$ cat src/rtl/ldm_stm_sequencer.sv
// Load/store-multiple sequencer: walks a register list, issuing one word
// access per register, then an optional base-register writeback.
module ldm_stm_sequencer #(
  parameter int ADDR_W = 32,
  parameter int NREGS  = 16
) (
  input  logic                       clk,
  input  logic                       reset,
  input  logic                       start,
  input  logic                       is_load,
  input  logic                       p_bit,
  input  logic                       u_bit,
  input  logic                       w_bit,
  input  logic [$clog2(NREGS)-1:0]   rn,
  input  logic [ADDR_W-1:0]          base,
  input  logic [NREGS-1:0]           reglist,
  output logic [$clog2(NREGS)-1:0]   rf_ra,
  input  logic [31:0]                rf_rd,
  output logic [$clog2(NREGS)-1:0]   rf_wa,
  output logic [31:0]                rf_wd,
  output logic                       rf_we,
  output logic                       mem_req,
  output logic                       mem_we,
  output logic [ADDR_W-1:0]          mem_addr,
  output logic [31:0]                mem_wd,
  input  logic [31:0]                mem_rd,
  input  logic                       mem_ready,
  output logic                       busy,
  output logic                       done,
  output logic                       pc_loaded
);

  localparam int IW = $clog2(NREGS);

  localparam logic [1:0] IDLE = 2'd0;
  localparam logic [1:0] XFER = 2'd1;
  localparam logic [1:0] WB   = 2'd2;
  localparam logic [1:0] DONE = 2'd3;

  logic [1:0]        state_q, state_d;
  logic [NREGS-1:0]  list_q, list_d;
  logic [ADDR_W-1:0] addr_q, addr_d;
  logic [ADDR_W-1:0] fbase_q, fbase_d;
  logic              load_q, load_d;
  logic              w_q, w_d;
  logic              rnin_q, rnin_d;
  logic [IW-1:0]     rn_q, rn_d;

  logic [IW:0]       cnt;
  logic [ADDR_W-1:0] off4;
  logic [ADDR_W-1:0] saddr;
  logic [IW-1:0]     cur;
  logic              found;
  logic [NREGS-1:0]  list_rest;

  always_comb begin
    cnt = '0;
    for (int i = 0; i < NREGS; i++) begin
      cnt = cnt + {{IW{1'b0}}, reglist[i]};
    end
  end

  assign off4 = ADDR_W'({cnt, 2'b00});

  always_comb begin
    unique case ({p_bit, u_bit})
      2'b01:   saddr = base;
      2'b11:   saddr = base + ADDR_W'(4);
      2'b00:   saddr = base - off4 + ADDR_W'(4);
      default: saddr = base - off4;
    endcase
  end

  always_comb begin
    cur   = '0;
    found = 1'b0;
    for (int i = 0; i < NREGS; i++) begin
      if (list_q[i] && !found) begin
        cur   = IW'(i);
        found = 1'b1;
      end
    end
  end

  // Clearing the lowest set bit yields the list left after this transfer.
  assign list_rest = list_q & (list_q - NREGS'(1));

  always_comb begin
    state_d = state_q;
    list_d  = list_q;
    addr_d  = addr_q;
    fbase_d = fbase_q;
    load_d  = load_q;
    w_d     = w_q;
    rnin_d  = rnin_q;
    rn_d    = rn_q;
    unique case (state_q)
      IDLE: begin
        if (start) begin
          list_d  = reglist;
          load_d  = is_load;
          w_d     = w_bit;
          rn_d    = rn;
          rnin_d  = reglist[rn];
          addr_d  = saddr;
          fbase_d = u_bit ? base + off4 : base - off4;
          state_d = (cnt == '0) ? WB : XFER;
        end
      end
      XFER: begin
        if (mem_ready) begin
          list_d = list_rest;
          addr_d = addr_q + ADDR_W'(4);
          if (list_rest == '0) state_d = WB;
        end
      end
      WB:      state_d = DONE;
      default: state_d = IDLE;
    endcase
  end

  always_ff @(posedge clk or posedge reset) begin
    if (reset) begin
      state_q <= IDLE;
      list_q  <= '0;
      addr_q  <= '0;
      fbase_q <= '0;
      load_q  <= 1'b0;
      w_q     <= 1'b0;
      rnin_q  <= 1'b0;
      rn_q    <= '0;
    end else begin
      state_q <= state_d;
      list_q  <= list_d;
      addr_q  <= addr_d;
      fbase_q <= fbase_d;
      load_q  <= load_d;
      w_q     <= w_d;
      rnin_q  <= rnin_d;
      rn_q    <= rn_d;
    end
  end

  logic xfer, st, ld_we, wb_we;

  assign xfer  = (state_q == XFER);
  assign st    = xfer && !load_q;
  assign ld_we = xfer && load_q && mem_ready;
  // A loaded Rn takes precedence over the writeback value.
  assign wb_we = (state_q == WB) && w_q && !(load_q && rnin_q);

  assign mem_req   = xfer;
  assign mem_we    = st;
  assign mem_addr  = xfer ? addr_q : '0;
  assign rf_ra     = st ? cur : '0;
  assign mem_wd    = st ? rf_rd : '0;
  assign rf_we     = ld_we || wb_we;
  assign rf_wa     = ld_we ? cur : (wb_we ? rn_q : '0);
  assign rf_wd     = ld_we ? mem_rd : (wb_we ? 32'(fbase_q) : '0);
  assign pc_loaded = ld_we && (cur == '1);
  assign busy      = xfer || (state_q == WB);
  assign done      = (state_q == DONE);

endmodule
$ cat config.mk
export PLATFORM = sky130hd
export DESIGN_NAME = ldm_stm_sequencer
export DESIGN_NICKNAME = d
export VERILOG_FILES = /design/src/rtl/ldm_stm_sequencer.sv
export SDC_FILE = /design/constraint.sdc
export NUM_CORES = 1
export LEC_CHECK = 0
export BUFFER_PORTS_ARGS = -buffer_cell sky130_fd_sc_hd__buf_2
export CAP_MARGIN = 10
export CORE_ASPECT_RATIO = 1.4
export CORE_UTILIZATION = 40
export DETAILED_ROUTE_END_ITERATION = 8
export GPL_ROUTABILITY_DRIVEN = 0
export PLACE_DENSITY = 0.63
export SYNTH_ARGS = -nofsm -noshare
export SYNTH_HDL_FRONTEND = slang
export SYNTH_SLANG_ARGS = --single-unit
$ cat constraint.sdc
create_clock -name clk -period 3.9 [get_ports clk]
set_input_delay 0.78 -clock clk [delete_from_list [all_inputs] [get_ports clk]]
set_output_delay 0.78 -clock clk [all_outputs]
set_load 0.005 [all_outputs]
After elaboration in Yosys (flattened, before gate mapping)
Cells that the tools add are included.

Logic and storage cells: 141. Bits in registers: 89.

Mux-type cells: 52. Reduce and logical (&&, ||, !) cells: 49. Bitwise gates (word level): 1. $lt $le $gt $ge: 1. $add $sub $neg: 21. Equality and inequality tests: 9.

Operator list (number): 32-bit two-way mux (7); 32-bit by 3-bit adder with 32-bit output, second input constant (3); 32-bit case mux with 3 select lines (1); 4-bit two-way mux (17); 32-bit case mux with 2 select lines (1); 5-bit by 1-bit adder with 5-bit output (11); 32-bit by 7-bit adder with 32-bit output (1); 16-bit two-way mux (2); 16-bit case mux with 2 select lines (1); 32-bit by 7-bit subtractor with 32-bit output (1); 1-bit logical AND (22); 1-bit zero test (17); 1-bit two-way mux (17); 16-bit bitwise AND (1); 16-bit zero test (1); 16-bit by 1-bit subtractor with 16-bit output, second input constant (1); 2-bit two-way mux (4); 2-bit equality test, second input constant (3); 2-bit case mux with 3 select lines (1); 3-bit AND reduction (2); 4-bit by 1-bit adder with 5-bit output (1); 5-bit zero test (1); 4-bit by 5-bit less-than comparator with 1-bit output, second input constant (1); 3-bit by 1-bit adder with 4-bit output (1); 11 further kinds (15).

Depth between registers and ports, before layout
Depth after elaboration: 48. Gate-level depth with buffers: 27. Gate-level depth less buffers: 24.

Least setup slack after synthesis
No wires, ideal clock.

Kind: input port to flip-flop. From: input reglist[5]. To: register addr_q[21]. Setup slack: -3.150 ns. Stages: 24. Arrival time: 6.929 ns. Library setup time: 0.121 ns. Buffers on the path: 2. Data required time: 3.779 ns. Cells stage by stage: inv_1 -> fa_1 -> inv_1 -> fa_1 -> fa_1 -> inv_1 -> fa_1 -> inv_1 -> ha_1 -> inv_1 -> fa_1 -> xnor2_1 -> ha_1 -> or3b_1 -> a2111o_1 -> o211ai_1 -> o21ai_1 -> or2_2 -> clkbuf_1 -> or4_1 -> buf_2 -> or4_1 -> and4_1 -> o22a_1.

Word-level cells in the longest chain between the ends: 16.

RTL lines: start, declared (RTL line 16) `input logic [NREGS-1:0] reglist,`; 5-bit by 1-bit adder with 5-bit output * (11 in a row) (RTL line 59) `cnt = cnt + {{IW{1'b0}}, reglist[i]};`; 32-bit by 7-bit subtractor with 32-bit output * (RTL line 69, 70); 32-bit by 3-bit adder with 32-bit output (RTL line 69) `2'b00: saddr = base - off4 + ADDR_W'(4);`; 32-bit case mux with 3 select lines * (RTL line 66) `unique case ({p_bit, u_bit})`; 32-bit two-way mux * (RTL line 99) `if (start) begin`; 32-bit case mux with 2 select lines * (RTL line 97) `unique case (state_q)`; end signal, assigned (RTL line 135) `addr_q <= addr_d;`; end, declared (RTL line 42) `logic [ADDR_W-1:0] addr_q, addr_d;`.

Every way passes the cells marked *; elsewhere a longest branch is shown, timed or not. The select of a mux whose other input is x is not followed. A chain may end at the register's enable or synchronous reset.

Final worst setup path
From: input reglist[11]. To: register addr_q[21].

Word-level cells in the longest chain between the ends: 10.

RTL lines (RTL line): 5-bit by 1-bit adder with 5-bit output * (5 in a row) (59); 32-bit by 7-bit subtractor with 32-bit output * (69, 70); 32-bit by 3-bit adder with 32-bit output (69); 32-bit case mux with 3 select lines * (66); 32-bit two-way mux * (99); 32-bit case mux with 2 select lines * (97).

Marks and branches as above.

==> impl_metrics.csv <==
group,metric,value,unit
die,dieHeight,184,um
power_and_ir_drop,intPower,5.68,mW
power_and_ir_drop,p_switching,4.72,mW
global_route,grt_max_degree,70,
global_route,grt_usage,32.8,%
worst_setup_path,cp_max_fo,4,
routing,wl,41000,um
logic_synthesis,post-synth-top-count-cell,"nand2_1",
routing,viasPerCell,5.92,
logic_synthesis,syn_inst,1268,
routing,wl_met1,14800,um
power_and_ir_drop,power_frac_comb,72.1,%
routing,top_layer,"met4",
routing,vias,11759,
power_and_ir_drop,clkPwrFrac,10.0,%
logic_synthesis,synth_edf_count,0,
global_route,grt_pass1_vias,11123,
sta,hold_slack,0.476,ns
final_layout,fin_nets,1839,
status,violations,"setup timing",
sta,relSlewSlack,42.0,%
die,ios,234,
power_and_ir_drop,p_leak,6.51,nW
logic_synthesis,ys_ff_latch,89,
worst_setup_path,rr_startpoint,"list_q[1]",
power_and_ir_drop,peakVddDrop,481,uV
clock_tree,cts.clk_slew.worst_paths,0.07,ns
worst_setup_path,rr_worst_depth,10,
worst_setup_path,crit_path_cell_trace,"buf_6 -> fa_1 -> inv_1 -> fa_1 -> inv_2 -> fa_1 -> inv_2 -> fa_1 -> inv_2 -> ha_4 -> inv_2 -> fa_2 -> xnor2_4 -> ha_4 -> or3b_4 -> a2111o_1 -> o211ai_1 -> o21ai_1 -> or2_4 -> or4_4 -> or4_1 -> and4_1 -> o22a_1",
logic_synthesis,syn_nets,1431,
final_layout,area_delta_synth_final,52.5,%
final_layout,drive_gt1_share,42.8,%
power_and_ir_drop,powerDensity,719,nW/um^2
final_layout,seqCellArea,2230,sq um
logic_synthesis,ys_types,78,
logic_synthesis,synth_top_area_share,23.5,%
routing,wl_per_cell,20.6,um
worst_setup_path,worstReg2RegEnd,"state_q[0]",
sta,drv_slew,0,
logic_synthesis,synthTopCellsByArea,"dfrtp_1 (23%), o21ai_0 (5.7%), nand2_1 (4.7%)",
placed_design,io_buffers,233,
logic_synthesis,synth_ff_type,"dfrtp_1",
clock_tree,cts_buffer_depth,2,
routing,wl_met3,2800,um
routing,routed-wl-met2,20100,um
sta,fin_crit_sh,170,%
logic_synthesis,yosys-top-cells-count,"nand2_1 (120), o21ai_0 (108), dfrtp_1 (89), nor2_1 (89), clkbuf_1 (83)",
clock_tree,cts-root-buf,"clkbuf_16",
clock_tree,clock_sinks,89,
sta,clock_skew,0.00993,ns
sta,rsz0062_at_grt,"yes",
sta,fin_crit,6.64,ns
logic_synthesis,synth_area,9480,sq um
routing,drc,0,
worst_setup_path,cp_slowest_cell,"fa_1",
worst_setup_path,crit_path_end_kind,"flop",
routing,ant_nets,0,
logic_synthesis,yosysTopAreaCell,"dfrtp_1",
global_route,grt_pass1_wl,61200,um
die,rows,66,
clock_tree,cts_tree,"built",
die,initial_core_util,40.7,%
sta,worst_pin_slew,0.868,ns
clock_tree,htreeDepth,3,
clock_tree,hold_buffers,0,
sta,finalSetupViolations,61,
power_and_ir_drop,power,10.4,mW
routing,first_pass_iters,5,
final_layout,n_antenna_cell,0,
final_layout,multi_input_area,7840,sq um
power_and_ir_drop,p_sw_share,45.4,%
power_and_ir_drop,seq_power_share,17.9,%
global_route,antenna_found_initial,0,
global_route,gr-total-overflow,0,
final_layout,nFillCells,2016,
min_path,hold_path.class,"input port to async pin",
worst_setup_path,max_stage_delay,0.60,ns
clock_tree,clk_latency,0.37,ns
die,die_w,132,um
logic_synthesis,async_flop_share,100,%
sta,layout_setup_ws,-2.74,ns
die,die_area,24300,sq um
sta,hold_viol_final,0,
placed_design,hpwlAfterDp,30600,um
worst_setup_path,r2r_slack,0.49,ns
die,core_region_area,23300,sq um
worst_setup_path,path_class,"input port to flop",
clock_tree,cts_buffers,9,
logic_synthesis,syn_area_per_cell,7.48,sq um
logic_synthesis,yosys_warnings,0,
worst_setup_path,startpoint_type,"input port",
worst_setup_path,required,4.16,ns
worst_setup_path,critPathArrivalTime,6.90,ns
sta,clock.fmax,151,MHz
placed_design,dp_slack,-3.23,ns
job,cap_violations,0,
status,outcome,"finished, violations left",
routing,drt_iter0_markers,808,
logic_synthesis,synth-seq-area-share,23.5,%
==> per-layer routing <==
metal | vias to the layer above | global-route usage [%]
met1 | 5534 | 35.4
met5 | - | 0
li1 | 5413 | -
met4 | 0 | 24.7
met2 | 628 | 57.9
met3 | 184 | 4.95
==> per-stage QoR <==
stage          area, sq um  TNS [ns]  std cells  utilization, %
4_1_cts              14000   -118.55       1977            60.0
2_1_floorplan         9940   -109.95       1268               -
6_report             14500   -123.66       1987            62.1
5_1_grt              14500   -131.04       1987            62.1
3_5_place_dp         12800   -153.88       1933            54.9
3_3_place_gp         12800   -152.12       1933            54.9
==> worst max-delay path by stage <==
stage                      from    endpoint  slack [ns]  depth (start not counted)
floorplan            reglist[9]  addr_q[21]       -2.91                         26
global placement     reglist[9]  addr_q[23]       -3.21                         23
detailed placement   reglist[9]  addr_q[23]       -3.23                         23
CTS                 reglist[11]  addr_q[21]       -2.62                         23
global route        reglist[11]  addr_q[21]       -2.88                         23
finish              reglist[11]  addr_q[21]       -2.74                         23
==> cells by family (layout without fill, tap and decap cells) <==
logic type	Yosys count	count (layout)	synth area share, %
simple gates	491	491	26.6
compound gates	382	382	26.2
buf+inv	161	574	6.64
flops	89	89	23.5
xor+xnor	75	75	6.93
fa+ha+maj	43	43	6.52
mux	27	27	3.68
==> flip-flops by register name, summed over array words and instances, names as in the netlist <==
signal,flops
addr_q,32
fbase_q,32
list_q,16
load_q,1
rn_q,4
rnin_q,1
state_q,2
w_q,1
==> layout make-up <==
type,count,area share [%]
Multi-Input combinational cell,1018,54.2
Timing Repair Buffer,496,23.7
Sequential cell,89,15.4
Tap cell,306,2.65
Inverter,62,1.67
Clock buffer,10,1.58
Clock inverter,6,0.796
==> power groups by stage <==
stage                     clock network (mW)  logic (mW)  registers [mW]
final                                   1.04        7.49            1.86
after global routing                    1.08        8.03            1.92
after CTS                               1.05        6.82            1.84
after detailed placement                   0        5.96            1.86
after global placement                     0        5.86            1.85
after floorplan                            0        3.67            1.70
==> critical path, delay by kind of cell <==
family                   cells  cell delay [ns]
AND/OR/NAND/NOR              5             1.84
buffers and inverters        6             0.36
AO/OA/AOI/OAI                4             0.81
adder cells (fa/ha/maj)      7             2.87
XOR/XNOR                     1             0.24
==> layout by cell type, fill, tap and decap left out, types with 16 or more instances in the layout <==
cell,n
o21ai_0,61
nand3_1,41
nand2_1,105
xnor2_1,35
a31oi_1,25
dfrtp_1,89
xor2_1,23
nor3_1,33
o21ai_1,35
and2_1,63
buf_6,43
buf_4,210
buf_2,231
o22ai_1,16
a21oi_1,68
ha_1,16
nor2_1,77
a22o_1,40
inv_1,51
==> what timing repair did <==
item,4_1_cts,5_1_grt
pin swaps,67,62
resized for setup,138,95
buffers inserted,32,14
cloned,1,0
endpoints found under the setup margin,61,65
Note: power is estimated with default switching activity, not from simulation.
